==> config.mk <==
export PLATFORM = sky130hd
export DESIGN_NAME = alu_mem_sequencer
export DESIGN_NICKNAME = d
export VERILOG_FILES = /design/src/rtl/alu_mem_sequencer.sv
export SDC_FILE = /design/constraint.sdc
export NUM_CORES = 1
export LEC_CHECK = 0
export ABC_AREA = 1
export CAP_MARGIN = 20
export CORE_AREA = 8 8 85 87
export DETAILED_ROUTE_END_ITERATION = 6
export DIE_AREA = 0 0 93 95
export GPL_ROUTABILITY_DRIVEN = 0
export PLACE_DENSITY_LB_ADDON = 0.25
export SLEW_MARGIN = 20
export SYNTH_ARGS = -nofsm -noshare
export SYNTH_HDL_FRONTEND = slang
export SYNTH_SLANG_ARGS = --single-unit
==> constraint.sdc <==
create_clock -name clk -period 5.1 [get_ports clk]
set_input_delay 0.765 -clock clk [delete_from_list [all_inputs] [get_ports clk]]
set_output_delay 0.765 -clock clk [all_outputs]
set_load 0.02 [all_outputs]
==> src/rtl/alu_mem_sequencer.sv <==
// Command sequencer for a 2-bit ALU with a 4-entry result memory: queues commands, drives the
// ALU one command at a time, pulses the write enable and returns the captured result.
module alu_mem_sequencer #(
    parameter int unsigned FIFO_DEPTH    = 4,
    parameter int unsigned SETTLE_CYCLES = 1,
    parameter int unsigned ERR_CNT_W     = 8
) (
    input  logic                 clk,
    input  logic                 rst,
    input  logic                 cmd_valid,
    output logic                 cmd_ready,
    input  logic [1:0]           cmd_op,
    input  logic [1:0]           cmd_a,
    input  logic [1:0]           cmd_b,
    input  logic [1:0]           cmd_addr,
    output logic                 rsp_valid,
    input  logic                 rsp_ready,
    output logic [3:0]           rsp_y,
    output logic                 rsp_c,
    output logic [1:0]           rsp_addr,
    output logic [1:0]           alu_a,
    output logic [1:0]           alu_b,
    output logic [1:0]           alu_ctrl,
    output logic [1:0]           alu_addr,
    output logic                 alu_we,
    input  logic [3:0]           alu_y,
    input  logic                 alu_c,
    output logic                 busy,
    output logic [ERR_CNT_W-1:0] err_cnt
);

    localparam int unsigned PtrW = $clog2(FIFO_DEPTH);
    localparam int unsigned CntW = PtrW + 1;
    localparam int unsigned SetW = (SETTLE_CYCLES > 1) ? $clog2(SETTLE_CYCLES) : 1;

    typedef enum logic [2:0] {StIdle, StDrive, StSettle, StWrite, StResp} state_e;

    // Command word layout: {op[7:6], a[5:4], b[3:2], addr[1:0]}
    logic [7:0]          fifo_q [FIFO_DEPTH];
    logic [PtrW-1:0]     wr_ptr_q, rd_ptr_q;
    logic [CntW-1:0]     count_q;
    logic                push, pop, fifo_empty;

    state_e              state_q;
    logic [7:0]          cmd_q;
    logic [SetW-1:0]     settle_q;
    logic [1:0]          alu_a_q, alu_b_q, alu_ctrl_q, alu_addr_q;
    logic                alu_we_q;
    logic                rsp_valid_q, rsp_c_q;
    logic [3:0]          rsp_y_q;
    logic [1:0]          rsp_addr_q;
    logic [ERR_CNT_W-1:0] err_q;
    logic                div_zero;

    assign fifo_empty = (count_q == '0);
    assign cmd_ready  = ~rst & (count_q != CntW'(FIFO_DEPTH));
    assign push       = cmd_valid & cmd_ready;
    assign pop        = (state_q == StIdle) & ~fifo_empty;
    assign div_zero   = (cmd_q[7:6] == 2'b11) & (cmd_q[3:2] == 2'b00);

    always_ff @(posedge clk) begin
        if (push) begin
            fifo_q[wr_ptr_q] <= {cmd_op, cmd_a, cmd_b, cmd_addr};
        end
    end

    // Pointers wrap naturally because the depth is a power of two.
    always_ff @(posedge clk) begin
        if (rst) begin
            wr_ptr_q <= '0;
            rd_ptr_q <= '0;
            count_q  <= '0;
        end else begin
            if (push) wr_ptr_q <= wr_ptr_q + 1'b1;
            if (pop)  rd_ptr_q <= rd_ptr_q + 1'b1;
            if (push && !pop)      count_q <= count_q + 1'b1;
            else if (pop && !push) count_q <= count_q - 1'b1;
        end
    end

    always_ff @(posedge clk) begin
        if (rst) begin
            state_q     <= StIdle;
            cmd_q       <= '0;
            settle_q    <= '0;
            alu_a_q     <= '0;
            alu_b_q     <= '0;
            alu_ctrl_q  <= '0;
            alu_addr_q  <= '0;
            alu_we_q    <= 1'b0;
            rsp_valid_q <= 1'b0;
            rsp_y_q     <= '0;
            rsp_c_q     <= 1'b0;
            rsp_addr_q  <= '0;
            err_q       <= '0;
        end else begin
            unique case (state_q)
                StIdle: begin
                    if (!fifo_empty) begin
                        cmd_q   <= fifo_q[rd_ptr_q];
                        state_q <= StDrive;
                    end
                end
                StDrive: begin
                    alu_ctrl_q <= cmd_q[7:6];
                    alu_a_q    <= cmd_q[5:4];
                    alu_b_q    <= cmd_q[3:2];
                    alu_addr_q <= cmd_q[1:0];
                    settle_q   <= SetW'(SETTLE_CYCLES - 1);
                    state_q    <= StSettle;
                end
                StSettle: begin
                    if (settle_q == '0) begin
                        alu_we_q <= ~div_zero;
                        state_q  <= StWrite;
                    end else begin
                        settle_q <= settle_q - 1'b1;
                    end
                end
                StWrite: begin
                    alu_we_q    <= 1'b0;
                    rsp_valid_q <= 1'b1;
                    rsp_addr_q  <= cmd_q[1:0];
                    if (div_zero) begin
                        rsp_y_q <= '0;
                        rsp_c_q <= 1'b1;
                        if (err_q != '1) err_q <= err_q + 1'b1;
                    end else begin
                        rsp_y_q <= alu_y;
                        rsp_c_q <= alu_c;
                    end
                    state_q <= StResp;
                end
                StResp: begin
                    if (rsp_ready) begin
                        rsp_valid_q <= 1'b0;
                        state_q     <= StIdle;
                    end
                end
                default: state_q <= StIdle;
            endcase
        end
    end

    assign alu_a     = alu_a_q;
    assign alu_b     = alu_b_q;
    assign alu_ctrl  = alu_ctrl_q;
    assign alu_addr  = alu_addr_q;
    assign alu_we    = alu_we_q;
    assign rsp_valid = rsp_valid_q;
    assign rsp_y     = rsp_y_q;
    assign rsp_c     = rsp_c_q;
    assign rsp_addr  = rsp_addr_q;
    assign err_cnt   = err_q;
    assign busy      = (state_q != StIdle) | ~fifo_empty;

endmodule

* After elaboration in Yosys (flattened, before gate mapping)
Memories as Yosys holds them, arrays and structs flattened. A register that Yosys moved wholly into a read port is not among the register bits.
Index checks and enable logic that the tools add are counted.
Widths: inputs -> output; s select.
** Cells by class
- Add/subtract/negate cells :: 6
- Equality and inequality tests :: 10
- Mux-type cells :: 16
- Bitwise gates (word level) :: 8
- Reductions and logical operators :: 17
** Operator list (count)
- $mux 3 :: 5
- $pmux 3 s5 :: 1
- $add 8x1->8 const B :: 1
- $ne 8x8->1 const B :: 1
- $reduce_bool 2->1 :: 4
- $eq 3x2->1 const B :: 2
- $logic_not 3->1 :: 2
- $mux 1 :: 6
- $ne 2x2->1 const B :: 3
- $pmux 1 s2 :: 3
- $reduce_and 2->1 :: 3
- $reduce_and 3->1 :: 2
- $add 2x1->2 const B :: 2
- $and 1x1->1 :: 4
- $mux 4 :: 1
- $add 3x1->3 const B :: 1
- $eq 3x1->1 const B :: 1
- $eq 3x3->1 const B :: 1
- $ne 3x3->1 const B :: 1
- $not 1->1 :: 3
- $reduce_bool 3->1 :: 1
- $sub 3x1->3 const B :: 1
- $eq 2x2->1 const B :: 1
- $logic_and 1x1->1 :: 2
- other kinds (4) :: 5
** Word-level totals
- Flip-flop bits (word level) :: 36
- RAM bits :: 32
- Input bits :: 17
- Memories kept :: 1
** Memories
- fifo_q :: words 4, bits a word 8, read ports 1, clocked after Yosys merged registers in 1, write ports 1, line 39 : logic [7:0] fifo_q [FIFO_DEPTH];

* Longest topological paths before layout
- Depth in word-level cells :: 7
- Depth in mapped cells :: 13

* Worst setup path after synthesis
No wires, ideal clock.
- Kind :: input port to flip-flop
- Start point :: in rst
- End point :: reg count_q[2]
- Setup time :: 113 ps
- Arrival :: 2265 ps
- Required time :: 4987 ps
- Path slack :: 2722 ps
- Stages on the path :: 12
- Cells stage by stage :: buf_2 inv_1 buf_2 nand3_2 inv_1 ha_1 inv_1 fa_1 a21oi_1 o21ai_0 nor2_1 nor2_1
** Between the ends
- Longest elaborated chain between the ends :: 6
- Elaborated cells between the ends (all ways) :: 8
- Classes of those cells :: mux: 1; bitwise: 3; reduce/logical: 4
** Ends and longest elaborated chain
- start, declared :: line 9 : input logic rst,
- $not 1->1 (*) :: line 56 : assign cmd_ready = ~rst & (count_q != CntW'(FIFO_DEPTH));
- $and 1x1->1 (*) :: line 56
- $and 1x1->1 (*) :: line 57 : assign push = cmd_valid & cmd_ready;
- net push :: line 42 : logic push, pop, fifo_empty;
- $logic_not 1->1 :: line 77 : else if (pop && !push) count_q <= count_q - 1'b1;
- $logic_and 1x1->1 :: line 77
- $reduce_bool 2->1 (no source line)
- end signal, assigned :: line 76 : if (push && !pop) count_q <= count_q + 1'b1;
- end signal, assigned :: line 77
- end, declared :: line 41 : logic [CntW-1:0] count_q;
The timed path passes the listed nets; every way through them passes the cells marked *.
A chain may end at the register's enable or synchronous reset.

* Final worst setup path
- Start point :: in rst
- End point :: out cmd_ready
** Between the ends
- Longest elaborated chain between the ends :: 2
** Ends and longest elaborated chain
- $not 1->1 :: line 56
- $and 1x1->1 :: line 56
- end, declared :: line 11 : output logic cmd_ready,
No other way between the ends.

==> reports/results.tsv <==
stage	metric	value	unit
detailed_routing	DR pass1 iterations	4	
grt	remaining global-route overflow	0	
clock_tree	CTS Sinks	75	
cells_and_area	commonest non-fill, non-tap cell in the layout	nor2_1	
grt	initial antenna violation count	0	
logic_synthesis	sequential area share after synthesis	57.44	%
cells_and_area	most frequent cells in the layout	77 x nor2_1, 50 x o21ai_0, 43 x dfxtp_1, 43 x clkdlybuf4s50_1, 33 x inv_1	
detailed_routing	per-cell routed wire length	12.28	um
cells_and_area	synthesis-to-layout area growth	19.72	%
worst_hold_path	worst hold path class	reg2reg	
floorplan	initial core utilization	54.54	%
critical_path	Critical Path End Type	primary output	
floorplan	I/O Pins	44	
detailed_routing	Routed Wire Length	5.722	mm
logic_synthesis	Post-Syn Nets	368	
logic_synthesis	Ys Warns	0	
timing	setup TNS	0	ns
clock_tree	Max Root-Sink Buffers	2	
timing	worst slew pin tran	0.6327	ns
logic_synthesis	Post-Syn Area	3172	sq um
clock_tree	Clk pin slew, worst setup/hold paths	0.07	ns
cells_and_area	Seq. cell area	1822	sq um
detailed_routing	routed length on met2	2.601	mm
logic_synthesis	Mapped Avg Cell Area	9.220	sq um
cells_and_area	share of post-route cells with drive strength above 1	7.673	%
power	Leak	1.449	nW
cells_and_area	Layout Nets	410	
detailed_routing	met3 routed wirelength	353	um
grt	first-pass GRT wire length	9.549	mm
timing	Layout Skew	0.007909	ns
clock_tree	Post-CTS Repair Setup Buffers	0	
timing	Max Slew Vio Count	0	
timing	final setup vio count	0	
logic_synthesis	synthesized flop and latch total	75	
cells_and_area	multi-input logic area	1129	sq um
clock_tree	worst skew pair latency	0.34	ns
timing	Rel. slew slack	57.66	%
floorplan	row count	28	
clock_tree	CTS Buf Count	9	
floorplan	chip height	95	um
grt	largest net degree at the start of global routing	38	
critical_path	CP max FO	8	
floorplan	Core ar.	5816	sq um
detailed_routing	DR vias/cell	5.021	
timing	final worst path period share	56.95	%
critical_path	critical path data arrival time	2.14	ns
timing	final hold violations	0	
clock_tree	H-tree Lvls	3	
detailed_routing	Post-route DRC	0	
detailed_routing	Vias	2340	
clock_tree	clock root buffer	clkbuf_8	
cells_and_area	fillcell total	486	
outcome	outcome	finished, final reports clean	
critical_path	worst endpoint required time	4.34	ns
cells_and_area	Core Util, Final	65.30	%
logic_synthesis	Netlist cell types	29	
floorplan	Die W	93	um
timing	Max Fclk	0.3443	GHz
job	Max Cap Violations	0	
clock_tree	CTS tree	built	
critical_path	crit start category	input port	
placed_design	port bufs	43	
cells_and_area	# diodes	0	
timing	fin crit period	2.905	ns
timing	unrepaired setup endpoints after global routing	false	
logic_synthesis	Gate Count Post-Synth	344	
detailed_routing	Post-Route M1 WL	2.638	mm
clock_tree	post_cts resized	0	
detailed_routing	First DRT Iteration DRCs	125	
detailed_routing	post-route ant nets	0	
power	Max IR drop VDD	0.0002594	V
placed_design	DP Wirelength	4.143	mm
power	Power per Cell Area	481.4	nW/um^2
grt	GRT Resource Usage Total	13.66	%
floorplan	die area	8835	sq um
critical_path	critical path type	in2out	
clock_tree	hold_buf cts	0	
detailed_routing	Max Used Layer	met4	
grt	vias in the first global route	2198	
-- final timing paths --
path                    start           to  slack, ns  cells past startpoint
hold / removal    alu_ctrl[1]  alu_ctrl[1]       0.45                      2
hold reg to reg   alu_ctrl[1]  alu_ctrl[1]       0.45                      2
setup reg to reg   state_q[1]   count_q[2]       3.03                     10
setup / recovery          rst    cmd_ready       2.20                      3
-- registers in the layout (all words and copies together), names as in the netlist --
register   flops
rsp_c          1
wr_ptr_q       2
rd_ptr_q       2
alu_a          2
alu_addr       2
state_q        3
alu_ctrl       2
rsp_valid      1
rsp_y          4
alu_b          2
count_q        3
rsp_addr       2
fifo_q        32
alu_we         1
err_cnt        8
cmd_q          8
-- area by class of cell --
type | instances | area share (%)
inverters | 35 | 3.460
multi-input cells | 221 | 29.72
repair buffers | 44 | 11.53
well taps | 75 | 2.471
clock inverters | 6 | 1.483
flip-flops and latches | 75 | 47.97
clock buffers | 10 | 3.361
-- where the power goes --
group | switching [W] | internal (W)
logic | 0.000341 | 0.000229
clock network | 0.000205 | 0.000222
registers | 0.0000940 | 0.000737
-- layer usage --
| metal | global-route usage (%) | vias up |
|---|---|---|
| met5 | 0 | - |
| met4 | 8.591 | 0 |
| met3 | 5.159 | 13 |
| met2 | 22.25 | 56 |
| met1 | 14.84 | 1051 |
| li1 | - | 1220 |
-- stage by stage --
step	instance area [sq um]	instances	hold slack (ns)	setup slack (ns)	power, W
CTS	3797	466	0.4519	2.191	0.001844
global route	3797	466	0.4679	2.125	0.001957
detailed placement	3613	450	0.4409	2.191	0.001419
finish	3797	466	0.4477	2.195	0.001828
floorplan	3172	344	0.4702	2.722	0.001260
global placement	3613	450	0.4318	2.212	0.001399
-- synth_stat cells, drive strengths merged --
cell type,instances,area (sq um)
a21oi,27,146.4
a31oi,1,6.260
buf,12,86.33
clkbuf,1,3.750
dfxtp,43,860.8
edfxtp,32,960.9
fa,1,20.02
ha,6,75.07
inv,35,131.4
nand2,29,121.4
nand3,14,110.1
nand4,1,6.260
nor2,81,324.1
nor4,2,12.51
o21a,1,7.510
o21ai,55,275.3
or2,1,6.260
xor2,2,17.52
-- kinds of logic after synthesis --
| kind of cell | share of synthesized area (%) |
|---|---|
| DFF | 57.44 |
| xor gates and xnor gates | 0.5524 |
| and+or+nand+nor | 18.30 |
| buffers and inverters | 6.982 |
| AOI/OAI and AO/OA | 13.73 |
| adders and majority gates | 2.998 |
-- critical path: stages --
cell             delay, ns
clkdlybuf4s50_1       0.54
a31oi_1               0.20
clkdlybuf4s50_1       0.63
No activity file was read; power rests on OpenSTA's default activity.
